`src/rtl/ysyx_25020037_lsu_v2_if.sv`:
```
// Bundle of the LSU-facing signals: the EXU request, the WBU response and one AXI4 master port.
// The master modport is the LSU side. The slave modport is the EXU/WBU/interconnect side.
interface ysyx_25020037_lsu_v2_if #(
  parameter int ADDR_W = 32,
  parameter int DATA_W = 32,
  parameter int ID_W   = 4,
  parameter int TAG_W  = 5
);
  localparam int STRB_W = DATA_W / 8;

  // EXU request
  logic              req_valid;
  logic              req_ready;
  logic [1:0]        req_op;
  logic [1:0]        req_size;
  logic              req_unsigned;
  logic [ADDR_W-1:0] req_addr;
  logic [DATA_W-1:0] req_wdata;
  logic [TAG_W-1:0]  req_tag;

  // WBU response
  logic              resp_valid;
  logic              resp_ready;
  logic [DATA_W-1:0] resp_data;
  logic [TAG_W-1:0]  resp_tag;
  logic [1:0]        resp_fault;

  // AXI4 write address / data / response
  logic              awvalid;
  logic              awready;
  logic [ADDR_W-1:0] awaddr;
  logic [ID_W-1:0]   awid;
  logic [7:0]        awlen;
  logic [2:0]        awsize;
  logic [1:0]        awburst;
  logic              wvalid;
  logic              wready;
  logic [DATA_W-1:0] wdata;
  logic [STRB_W-1:0] wstrb;
  logic              wlast;
  logic              bvalid;
  logic              bready;
  logic [1:0]        bresp;
  logic [ID_W-1:0]   bid;

  // AXI4 read address / data
  logic              arvalid;
  logic              arready;
  logic [ADDR_W-1:0] araddr;
  logic [ID_W-1:0]   arid;
  logic [7:0]        arlen;
  logic [2:0]        arsize;
  logic [1:0]        arburst;
  logic              rvalid;
  logic              rready;
  logic [DATA_W-1:0] rdata;
  logic [1:0]        rresp;
  logic              rlast;
  logic [ID_W-1:0]   rid;

  modport master (
    input  req_valid, req_op, req_size, req_unsigned, req_addr, req_wdata, req_tag,
    output req_ready,
    output resp_valid, resp_data, resp_tag, resp_fault,
    input  resp_ready,
    output awvalid, awaddr, awid, awlen, awsize, awburst,
    input  awready,
    output wvalid, wdata, wstrb, wlast,
    input  wready,
    input  bvalid, bresp, bid,
    output bready,
    output arvalid, araddr, arid, arlen, arsize, arburst,
    input  arready,
    input  rvalid, rdata, rresp, rlast, rid,
    output rready
  );

  modport slave (
    output req_valid, req_op, req_size, req_unsigned, req_addr, req_wdata, req_tag,
    input  req_ready,
    input  resp_valid, resp_data, resp_tag, resp_fault,
    output resp_ready,
    input  awvalid, awaddr, awid, awlen, awsize, awburst,
    output awready,
    input  wvalid, wdata, wstrb, wlast,
    output wready,
    output bvalid, bresp, bid,
    input  bready,
    input  arvalid, araddr, arid, arlen, arsize, arburst,
    output arready,
    output rvalid, rdata, rresp, rlast, rid,
    input  rready
  );
endinterface

```
`src/rtl/ysyx_25020037_lsu_v2.sv`:
```
// Load/store unit with a single outstanding access and one AXI4 master port.
// It sizes B/H/W/D accesses, sign- or zero-extends loads, and traps misaligned accesses before
// they reach the bus. It splits SLVERR and DECERR into separate faults and returns the request tag.
module ysyx_25020037_lsu_v2 #(
  parameter int ADDR_W = 32,
  parameter int DATA_W = 32,
  parameter int ID_W   = 4,
  parameter int AXI_ID = 0,
  parameter int TAG_W  = 5
) (
  input  logic clk,
  input  logic rst,
  ysyx_25020037_lsu_v2_if.master bus
);
  localparam int STRB_W = DATA_W / 8;
  localparam int OFF_W  = $clog2(STRB_W);

  typedef enum logic [2:0] {IDLE, RD_A, RD_D, WR, WR_B, RESP} state_t;

  state_t             state;
  logic [OFF_W-1:0]   off_q;
  logic [1:0]         size_q;
  logic               uns_q;
  logic [TAG_W-1:0]   tag_q;
  logic               aw_done;
  logic               w_done;
  logic               aw_fire;
  logic               w_fire;
  logic               unused_bus;

  // Misaligned when the address is not a multiple of the access size; D exists only on a 64-bit bus.
  function automatic logic misaligned(input logic [ADDR_W-1:0] a, input logic [1:0] sz);
    case (sz)
      2'd0:    return 1'b0;
      2'd1:    return a[0];
      2'd2:    return |a[1:0];
      default: return (DATA_W != 64) || (|a[2:0]);
    endcase
  endfunction

  // Byte-enable mask for the access size, moved to the addressed lane.
  function automatic logic [STRB_W-1:0] strb_of(input logic [1:0] sz, input logic [OFF_W-1:0] off);
    logic [STRB_W-1:0] m;
    case (sz)
      2'd0:    m = STRB_W'(1);
      2'd1:    m = STRB_W'(3);
      2'd2:    m = STRB_W'(15);
      default: m = '1;
    endcase
    return m << off;
  endfunction

  // Extend the LSB-aligned load lane to the full data width.
  function automatic logic [DATA_W-1:0] load_ext(input logic [DATA_W-1:0] raw, input logic [1:0] sz,
                                                 input logic uns);
    logic signed [7:0]        b;
    logic signed [15:0]       h;
    logic signed [31:0]       w;
    logic signed [DATA_W-1:0] r;
    b = raw[7:0];
    h = raw[15:0];
    w = raw[31:0];
    r = raw;
    case (sz)
      2'd0:    if (uns) r = DATA_W'(raw[7:0]);  else r = DATA_W'(b);
      2'd1:    if (uns) r = DATA_W'(raw[15:0]); else r = DATA_W'(h);
      2'd2:    if (uns) r = DATA_W'(raw[31:0]); else r = DATA_W'(w);
      default: r = raw;
    endcase
    return r;
  endfunction

  // OKAY and EXOKAY are success; SLVERR maps to fault 2 and DECERR maps to fault 3.
  function automatic logic [1:0] fault_of(input logic [1:0] xresp);
    return xresp[1] ? {1'b1, xresp[0]} : 2'b00;
  endfunction

  // Only single-beat INCR bursts are issued, with a fixed ID.
  assign bus.awid    = ID_W'(AXI_ID);
  assign bus.arid    = ID_W'(AXI_ID);
  assign bus.awlen   = 8'd0;
  assign bus.arlen   = 8'd0;
  assign bus.awburst = 2'b01;
  assign bus.arburst = 2'b01;
  assign bus.wlast   = 1'b1;

  assign aw_fire = bus.awvalid & bus.awready;
  assign w_fire  = bus.wvalid & bus.wready;

  // IDs and rlast carry no information for single-beat, single-outstanding traffic.
  assign unused_bus = ^{bus.rid, bus.bid, bus.rlast};

  // Access FSM: every bus and response output is registered here.
  always_ff @(posedge clk) begin
    if (rst) begin
      state          <= IDLE;
      bus.req_ready  <= 1'b1;
      bus.resp_valid <= 1'b0;
      bus.resp_data  <= '0;
      bus.resp_tag   <= '0;
      bus.resp_fault <= 2'b00;
      bus.awvalid    <= 1'b0;
      bus.wvalid     <= 1'b0;
      bus.bready     <= 1'b0;
      bus.arvalid    <= 1'b0;
      bus.rready     <= 1'b0;
      aw_done        <= 1'b0;
      w_done         <= 1'b0;
    end else begin
      case (state)
        // accept: latch the request and pre-form the bus fields
        IDLE: begin
          if (bus.req_valid) begin
            bus.req_ready <= 1'b0;
            off_q         <= bus.req_addr[OFF_W-1:0];
            size_q        <= bus.req_size;
            uns_q         <= bus.req_unsigned;
            tag_q         <= bus.req_tag;
            bus.araddr    <= bus.req_addr;
            bus.awaddr    <= bus.req_addr;
            bus.arsize    <= {1'b0, bus.req_size};
            bus.awsize    <= {1'b0, bus.req_size};
            bus.wdata     <= bus.req_wdata << {bus.req_addr[OFF_W-1:0], 3'b000};
            bus.wstrb     <= strb_of(bus.req_size, bus.req_addr[OFF_W-1:0]);
            aw_done       <= 1'b0;
            w_done        <= 1'b0;
            if (bus.req_op == 2'd0 || bus.req_op == 2'd3) begin
              state          <= RESP;
              bus.resp_valid <= 1'b1;
              bus.resp_data  <= DATA_W'(bus.req_addr);
              bus.resp_fault <= 2'b00;
              bus.resp_tag   <= bus.req_tag;
            end else if (misaligned(bus.req_addr, bus.req_size)) begin
              state          <= RESP;
              bus.resp_valid <= 1'b1;
              bus.resp_data  <= '0;
              bus.resp_fault <= 2'b01;
              bus.resp_tag   <= bus.req_tag;
            end else if (bus.req_op == 2'd1) begin
              state       <= RD_A;
              bus.arvalid <= 1'b1;
            end else begin
              state       <= WR;
              bus.awvalid <= 1'b1;
              bus.wvalid  <= 1'b1;
            end
          end
        end
        // read address: hold arvalid until the slave takes it
        RD_A: begin
          if (bus.arready) begin
            bus.arvalid <= 1'b0;
            bus.rready  <= 1'b1;
            state       <= RD_D;
          end
        end
        // read data: pick the addressed lane and extend it
        RD_D: begin
          if (bus.rvalid) begin
            bus.rready     <= 1'b0;
            bus.resp_valid <= 1'b1;
            bus.resp_tag   <= tag_q;
            bus.resp_fault <= fault_of(bus.rresp);
            bus.resp_data  <= bus.rresp[1] ? '0
                              : load_ext(bus.rdata >> {off_q, 3'b000}, size_q, uns_q);
            state          <= RESP;
          end
        end
        // write address/data: the two channels complete independently
        WR: begin
          if (aw_fire) begin
            bus.awvalid <= 1'b0;
            aw_done     <= 1'b1;
          end
          if (w_fire) begin
            bus.wvalid <= 1'b0;
            w_done     <= 1'b1;
          end
          if ((aw_done | aw_fire) && (w_done | w_fire)) begin
            bus.bready <= 1'b1;
            state      <= WR_B;
          end
        end
        // write response
        WR_B: begin
          if (bus.bvalid) begin
            bus.bready     <= 1'b0;
            bus.resp_valid <= 1'b1;
            bus.resp_tag   <= tag_q;
            bus.resp_fault <= fault_of(bus.bresp);
            bus.resp_data  <= '0;
            state          <= RESP;
          end
        end
        // response: hold everything stable until the WBU takes it
        RESP: begin
          if (bus.resp_ready) begin
            bus.resp_valid <= 1'b0;
            bus.req_ready  <= 1'b1;
            state          <= IDLE;
          end
        end
        default: state <= IDLE;
      endcase
    end
  end
endmodule

```
`src/flat_wrapper.sv`:
```
// flat-port wrapper written by rule: the top's interface ports become plain ports
module ysyx_25020037_lsu_v2_flat 
#(
  parameter int ADDR_W = 32,
  parameter int DATA_W = 32,
  parameter int ID_W   = 4,
  parameter int AXI_ID = 0,
  parameter int TAG_W  = 5
)
  (clk, rst, bus_req_valid, bus_req_op, bus_req_size, bus_req_unsigned, bus_req_addr, bus_req_wdata, bus_req_tag, bus_req_ready, bus_resp_valid, bus_resp_data, bus_resp_tag, bus_resp_fault, bus_resp_ready, bus_awvalid, bus_awaddr, bus_awid, bus_awlen, bus_awsize, bus_awburst, bus_awready, bus_wvalid, bus_wdata, bus_wstrb, bus_wlast, bus_wready, bus_bvalid, bus_bresp, bus_bid, bus_bready, bus_arvalid, bus_araddr, bus_arid, bus_arlen, bus_arsize, bus_arburst, bus_arready, bus_rvalid, bus_rdata, bus_rresp, bus_rlast, bus_rid, bus_rready);
  ysyx_25020037_lsu_v2_if #(.ADDR_W(ADDR_W), .DATA_W(DATA_W), .ID_W(ID_W), .TAG_W(TAG_W)) bus_i ();
  input  logic clk;
  input  logic rst;
  input wire logic [$bits(bus_i.req_valid)-1:0] bus_req_valid;
  input wire logic [$bits(bus_i.req_op)-1:0] bus_req_op;
  input wire logic [$bits(bus_i.req_size)-1:0] bus_req_size;
  input wire logic [$bits(bus_i.req_unsigned)-1:0] bus_req_unsigned;
  input wire logic [$bits(bus_i.req_addr)-1:0] bus_req_addr;
  input wire logic [$bits(bus_i.req_wdata)-1:0] bus_req_wdata;
  input wire logic [$bits(bus_i.req_tag)-1:0] bus_req_tag;
  output wire logic [$bits(bus_i.req_ready)-1:0] bus_req_ready;
  output wire logic [$bits(bus_i.resp_valid)-1:0] bus_resp_valid;
  output wire logic [$bits(bus_i.resp_data)-1:0] bus_resp_data;
  output wire logic [$bits(bus_i.resp_tag)-1:0] bus_resp_tag;
  output wire logic [$bits(bus_i.resp_fault)-1:0] bus_resp_fault;
  input wire logic [$bits(bus_i.resp_ready)-1:0] bus_resp_ready;
  output wire logic [$bits(bus_i.awvalid)-1:0] bus_awvalid;
  output wire logic [$bits(bus_i.awaddr)-1:0] bus_awaddr;
  output wire logic [$bits(bus_i.awid)-1:0] bus_awid;
  output wire logic [$bits(bus_i.awlen)-1:0] bus_awlen;
  output wire logic [$bits(bus_i.awsize)-1:0] bus_awsize;
  output wire logic [$bits(bus_i.awburst)-1:0] bus_awburst;
  input wire logic [$bits(bus_i.awready)-1:0] bus_awready;
  output wire logic [$bits(bus_i.wvalid)-1:0] bus_wvalid;
  output wire logic [$bits(bus_i.wdata)-1:0] bus_wdata;
  output wire logic [$bits(bus_i.wstrb)-1:0] bus_wstrb;
  output wire logic [$bits(bus_i.wlast)-1:0] bus_wlast;
  input wire logic [$bits(bus_i.wready)-1:0] bus_wready;
  input wire logic [$bits(bus_i.bvalid)-1:0] bus_bvalid;
  input wire logic [$bits(bus_i.bresp)-1:0] bus_bresp;
  input wire logic [$bits(bus_i.bid)-1:0] bus_bid;
  output wire logic [$bits(bus_i.bready)-1:0] bus_bready;
  output wire logic [$bits(bus_i.arvalid)-1:0] bus_arvalid;
  output wire logic [$bits(bus_i.araddr)-1:0] bus_araddr;
  output wire logic [$bits(bus_i.arid)-1:0] bus_arid;
  output wire logic [$bits(bus_i.arlen)-1:0] bus_arlen;
  output wire logic [$bits(bus_i.arsize)-1:0] bus_arsize;
  output wire logic [$bits(bus_i.arburst)-1:0] bus_arburst;
  input wire logic [$bits(bus_i.arready)-1:0] bus_arready;
  input wire logic [$bits(bus_i.rvalid)-1:0] bus_rvalid;
  input wire logic [$bits(bus_i.rdata)-1:0] bus_rdata;
  input wire logic [$bits(bus_i.rresp)-1:0] bus_rresp;
  input wire logic [$bits(bus_i.rlast)-1:0] bus_rlast;
  input wire logic [$bits(bus_i.rid)-1:0] bus_rid;
  output wire logic [$bits(bus_i.rready)-1:0] bus_rready;
  assign bus_i.req_valid = bus_req_valid;
  assign bus_i.req_op = bus_req_op;
  assign bus_i.req_size = bus_req_size;
  assign bus_i.req_unsigned = bus_req_unsigned;
  assign bus_i.req_addr = bus_req_addr;
  assign bus_i.req_wdata = bus_req_wdata;
  assign bus_i.req_tag = bus_req_tag;
  assign bus_req_ready = bus_i.req_ready;
  assign bus_resp_valid = bus_i.resp_valid;
  assign bus_resp_data = bus_i.resp_data;
  assign bus_resp_tag = bus_i.resp_tag;
  assign bus_resp_fault = bus_i.resp_fault;
  assign bus_i.resp_ready = bus_resp_ready;
  assign bus_awvalid = bus_i.awvalid;
  assign bus_awaddr = bus_i.awaddr;
  assign bus_awid = bus_i.awid;
  assign bus_awlen = bus_i.awlen;
  assign bus_awsize = bus_i.awsize;
  assign bus_awburst = bus_i.awburst;
  assign bus_i.awready = bus_awready;
  assign bus_wvalid = bus_i.wvalid;
  assign bus_wdata = bus_i.wdata;
  assign bus_wstrb = bus_i.wstrb;
  assign bus_wlast = bus_i.wlast;
  assign bus_i.wready = bus_wready;
  assign bus_i.bvalid = bus_bvalid;
  assign bus_i.bresp = bus_bresp;
  assign bus_i.bid = bus_bid;
  assign bus_bready = bus_i.bready;
  assign bus_arvalid = bus_i.arvalid;
  assign bus_araddr = bus_i.araddr;
  assign bus_arid = bus_i.arid;
  assign bus_arlen = bus_i.arlen;
  assign bus_arsize = bus_i.arsize;
  assign bus_arburst = bus_i.arburst;
  assign bus_i.arready = bus_arready;
  assign bus_i.rvalid = bus_rvalid;
  assign bus_i.rdata = bus_rdata;
  assign bus_i.rresp = bus_rresp;
  assign bus_i.rlast = bus_rlast;
  assign bus_i.rid = bus_rid;
  assign bus_rready = bus_i.rready;
  ysyx_25020037_lsu_v2 #(.ADDR_W(ADDR_W), .DATA_W(DATA_W), .ID_W(ID_W), .AXI_ID(AXI_ID), .TAG_W(TAG_W)) u_core (.clk(clk), .rst(rst), .bus(bus_i));
endmodule
```
`config.mk`:
```
export PLATFORM = sky130hd
export DESIGN_NAME = ysyx_25020037_lsu_v2_flat
export DESIGN_NICKNAME = d
export VERILOG_FILES = /design/src/rtl/ysyx_25020037_lsu_v2_if.sv /design/src/rtl/ysyx_25020037_lsu_v2.sv /design/src/flat_wrapper.sv
export SDC_FILE = /design/constraint.sdc
export NUM_CORES = 1
export LEC_CHECK = 0
export BUFFER_PORTS_ARGS = -buffer_cell sky130_fd_sc_hd__buf_4
export CELL_PAD_IN_SITES_DETAIL_PLACEMENT = 1
export CELL_PAD_IN_SITES_GLOBAL_PLACEMENT = 1
export CORE_MARGIN = 4
export CORE_UTILIZATION = 30
export CTS_CLUSTER_SIZE = 30
export DETAILED_ROUTE_END_ITERATION = 8
export PLACE_DENSITY = 0.72
export SYNTH_ARGS = -nofsm -noshare
export SYNTH_HDL_FRONTEND = slang
export SYNTH_SLANG_ARGS = --single-unit
```
`constraint.sdc`:
```
create_clock -name clk -period 6.4 [get_ports clk]
set_clock_uncertainty 0.05 [all_clocks]
set_input_delay 1.28 -clock clk [delete_from_list [all_inputs] [get_ports clk]]
set_output_delay 1.28 -clock clk [all_outputs]
set_load 0.02 [all_outputs]
```
==> flow_summary.yaml <==
outcome:
  status: "completed"
layout:
  utilization: 0.427
  multiInputGateArea_um2: 2410
  fill_cells: 2334
  drive_above_1_share: 0.402
  area_growth_pct: 38.9
  antenna_cells: 0
  ff_latch_area_um2: 3300
  fin_nets: 932
  postLayoutCellArea_um2: 8720
  instances_no_fill: 1086
clock_tree:
  root_buffer: "clkbuf_16"
  ctsResizeCount: 0
  cts_buffer_depth: 2
  hold_buffers: 0
  path_clk_slew_ns: 0.06
  numCtsBuffers: 17
  cts_tree: "done"
  h-tree-depth: 4
  clock_latency_ns: 0.41
  cts.sinks: 127
  cts_setup_buffers: 0
route:
  remaining_drc_errors: 0
  first_pass_iters: 5
  wire_per_inst_um: 19.5
  first_iter_violations: 212
  viasPerCell: 4.88
  wirelength_um: 21100
  vias: 5301
  ant_nets: 0
pwr:
  p_switching_mw: 1.01
  p_int_mw: 1.97
  power_density_nw_per_um2: 342
  swShare: 0.339
  clockPowerShare: 0.337
  ir_worst_vdd_uv: 173
  comb_power_share: 0.300
  p_seq_frac: 0.363
  p_leak_nw: 3.64
placed_design:
  post-place-ws_ns: 2.27
  place_inst: 1054
  portBuffers: 268
  place_area_um2: 8120
  globalplace.congestion: 0.758
  hpwl_um: 15600
job:
  maxCapViolations: 0
timing:
  fin_crit_ns: 3.68
  setup_viol: 0
  fmax_mhz: 271
  timing.final.crit_share: 0.576
  worst_pin_slew_ns: 1.10
  setup_tns_ns: 0
  relSlewSlack: 0.264
  finalHoldViolCount: 0
  rsz0062_at_grt: "no"
  layout_setup_ws_ns: 2.72
  maxSlewViolCount: 0
worst_setup_path:
  rr_worst_depth: 4
  ff2ff_setup_slack_ns: 3.27
  end_kind: "register"
  start_kind: "input port"
  cp.buffers_inverters: 1
  cp_slowest_cell: "nor2_2"
  path_cells: "buf_4, a21oi_1, o21a_1, or3_1, nor2_2, a211oi_1"
  required_ns: 6.58
  crit_path_max_incr_delay_ns: 0.92
  worstReg2RegEnd: "u_core.bus.wstrb[2]$_DFFE_PP_"
  cp_top_family: "simple AND/OR/NAND/NOR gates"
  arrival_ns: 3.86
  crit_fanout: 41
  r2r_start: "u_core.state[0]$_SDFFE_PP0P_"
  crit_type: "in2reg"
grt:
  grt_max_degree: 53
  overflow: 0
  grt_pass1_vias: 5539
  grt_first_pass_wirelength_um: 32400
  grt_antenna_before_repair: 1
  grt_use_total: 0.177
floorplan:
  core_area_um2: 20400
  dieArea_um2: 23300
  ioPinCount: 309
  die_y_um: 153
  fp-row-count: 52
  initial_core_util: 0.307
  die_width_um: 153
hold_path:
  holdCritPathClass: "reg2reg"
  holdPathEnd: "u_core.bus.resp_fault[1]$_SDFFE_PP0P_"
  holdPathStages: 2
  min_from: "u_core.bus.resp_fault[1]$_SDFFE_PP0P_"
logic_synthesis:
  yosysSeqAreaShare: 0.526
  ys_types: 46
  synth_area_per_cell_um2: 10.7
  yosys_warnings: 0
  synth_edf_count: 76
  synth-seq-cells: 127
  synthArstFlopShare: 0
  syn_inst: 588
  synth.cell_area_um2: 6280
  synth_ff_type: "edfxtp_1"
-- routing by layer --
layer / wire, µm / GRT usage / vias to the layer above
met5: 20 / 0 / -
met4: 175 / 0.0378 / 2
met3: 1590 / 0.0596 / 11
met2: 10800 / 0.311 / 208
met1: 8570 / 0.210 / 2593
li1: - / - / 2487
-- area by class of cell --
cell class,count,share of cell area
tap,270,0.0387
clock inverter,15,0.0205
timing repair buffer,272,0.234
multi-input combinational,379,0.276
inverter,6,0.00258
clock buffer,17,0.0488
sequential,127,0.379
-- metrics by stage --
step                hold slack, ns  power, mW
floorplan                    0.386       1.66
global placement             0.394       1.99
detailed placement           0.399       2.01
CTS                          0.407       3.02
global route                 0.423       3.14
finish                       0.406       2.98
-- logic make-up (layout without fill, tap and decap cells) --
kind of cell	Yosys count	after routing	share of synthesized area
other	2	31	0.00120
DFF	127	127	0.526
buffers and inverters	111	310	0.111
AOI/OAI and AO/OA	146	146	0.168
muxes	44	44	0.0725
and+or+nand+nor	157	157	0.119
adders and majority gates	1	1	0.00199
-- cells in the final DEF, fill, tap and decap left out, types with 2 or more instances in the layout --
cell       netlist  routed
inv_1            6       6
or3_1            3       3
edfxtp_1        76      76
and2_1           8       8
inv_6            0       4
dfxtp_1         51      51
a21oi_1         38      38
nand3_1          4       4
buf_4           67     272
mux2i_1         41      41
nor2_2           2       2
bufinv_16        0       3
a22oi_1          8       8
o21a_1           2       2
a211o_1          9       9
clkinv_2         0       3
clkbuf_16        0      17
a22o_1           2       2
clkinv_4         0       3
nand2_1         31      31
a221oi_1        12      12
mux2_2           2       2
o21ai_0         21      21
a211oi_2        10      10
nor2b_1         21      20
a32oi_1          7       7
o31ai_1          2       2
inv_4            0       2
a211oi_1        27      27
nor2_1          62      61
nor3_1          19      19
conb_1           2      31
nand2b_1         2       2
-- worst register-to-register path, stage by stage, from the launching register on --
cell and delay, ns:
dfxtp_1 0.51, inv_1 0.39, nand3_1 0.35, nor2_4 0.72
buf_4 0.69
-- worst max-delay path by stage --
stage,start,end,slack [ns],depth (start not counted)
floorplan,rst,u_core.bus.araddr[0]$_DFFE_PP_,0.99,3
global placement,bus_req_addr[0],u_core.bus.resp_data[24]$_SDFFE_PP0P_,2.33,6
detailed placement,bus_req_addr[0],u_core.bus.resp_data[26]$_SDFFE_PP0P_,2.27,6
CTS,bus_req_addr[0],u_core.bus.resp_data[29]$_SDFFE_PP0P_,2.70,6
global route,bus_req_addr[0],u_core.bus.resp_data[29]$_SDFFE_PP0P_,2.56,6
finish,bus_req_addr[0],u_core.bus.resp_data[29]$_SDFFE_PP0P_,2.72,6
-- sequential cells by signal, indices dropped and copies added (netlist names), 2 cells and up --
register               count
u_core.bus.araddr         32
u_core.bus.resp_data      32
u_core.bus.resp_fault      2
u_core.bus.resp_tag        5
u_core.bus.wdata          32
u_core.bus.wstrb           4
u_core.size_q              2
u_core.state               3
u_core.tag_q               5
-- power by group through the flow --
stage	logic [mW]	registers [mW]	clock network (mW)
6_report	0.893	1.08	1.00
4_1_cts	0.908	1.08	1.03
3_3_place_gp	0.893	1.10	0
2_1_floorplan	0.449	1.22	0
3_5_place_dp	0.907	1.10	0
5_1_grt	0.970	1.10	1.07
-- cells in the mapped netlist, drive strengths merged, types with 2 or more instances --
master | n | share of area
mux2i | 41 | 0.065
or3 | 3 | 0.0030
nand2 | 31 | 0.019
o31ai | 2 | 0.0024
nand3 | 4 | 0.0032
o21ai | 21 | 0.017
and2 | 8 | 0.0080
dfxtp | 51 | 0.16
a21oi | 38 | 0.030
a221oi | 13 | 0.019
a22oi | 8 | 0.0096
a32oi | 7 | 0.0098
a211o | 9 | 0.013
inv | 6 | 0.0036
a211oi | 37 | 0.052
o21a | 2 | 0.0024
edfxtp | 76 | 0.36
nor2b | 22 | 0.022
mux2 | 2 | 0.0036
conb | 2 | 0.0012
buf | 87 | 0.096
nand2b | 2 | 0.0020
clkbuf | 18 | 0.011
a22o | 2 | 0.0028
nor3 | 20 | 0.017
nor2 | 64 | 0.039
No activity file was read; power rests on OpenSTA's default activity.
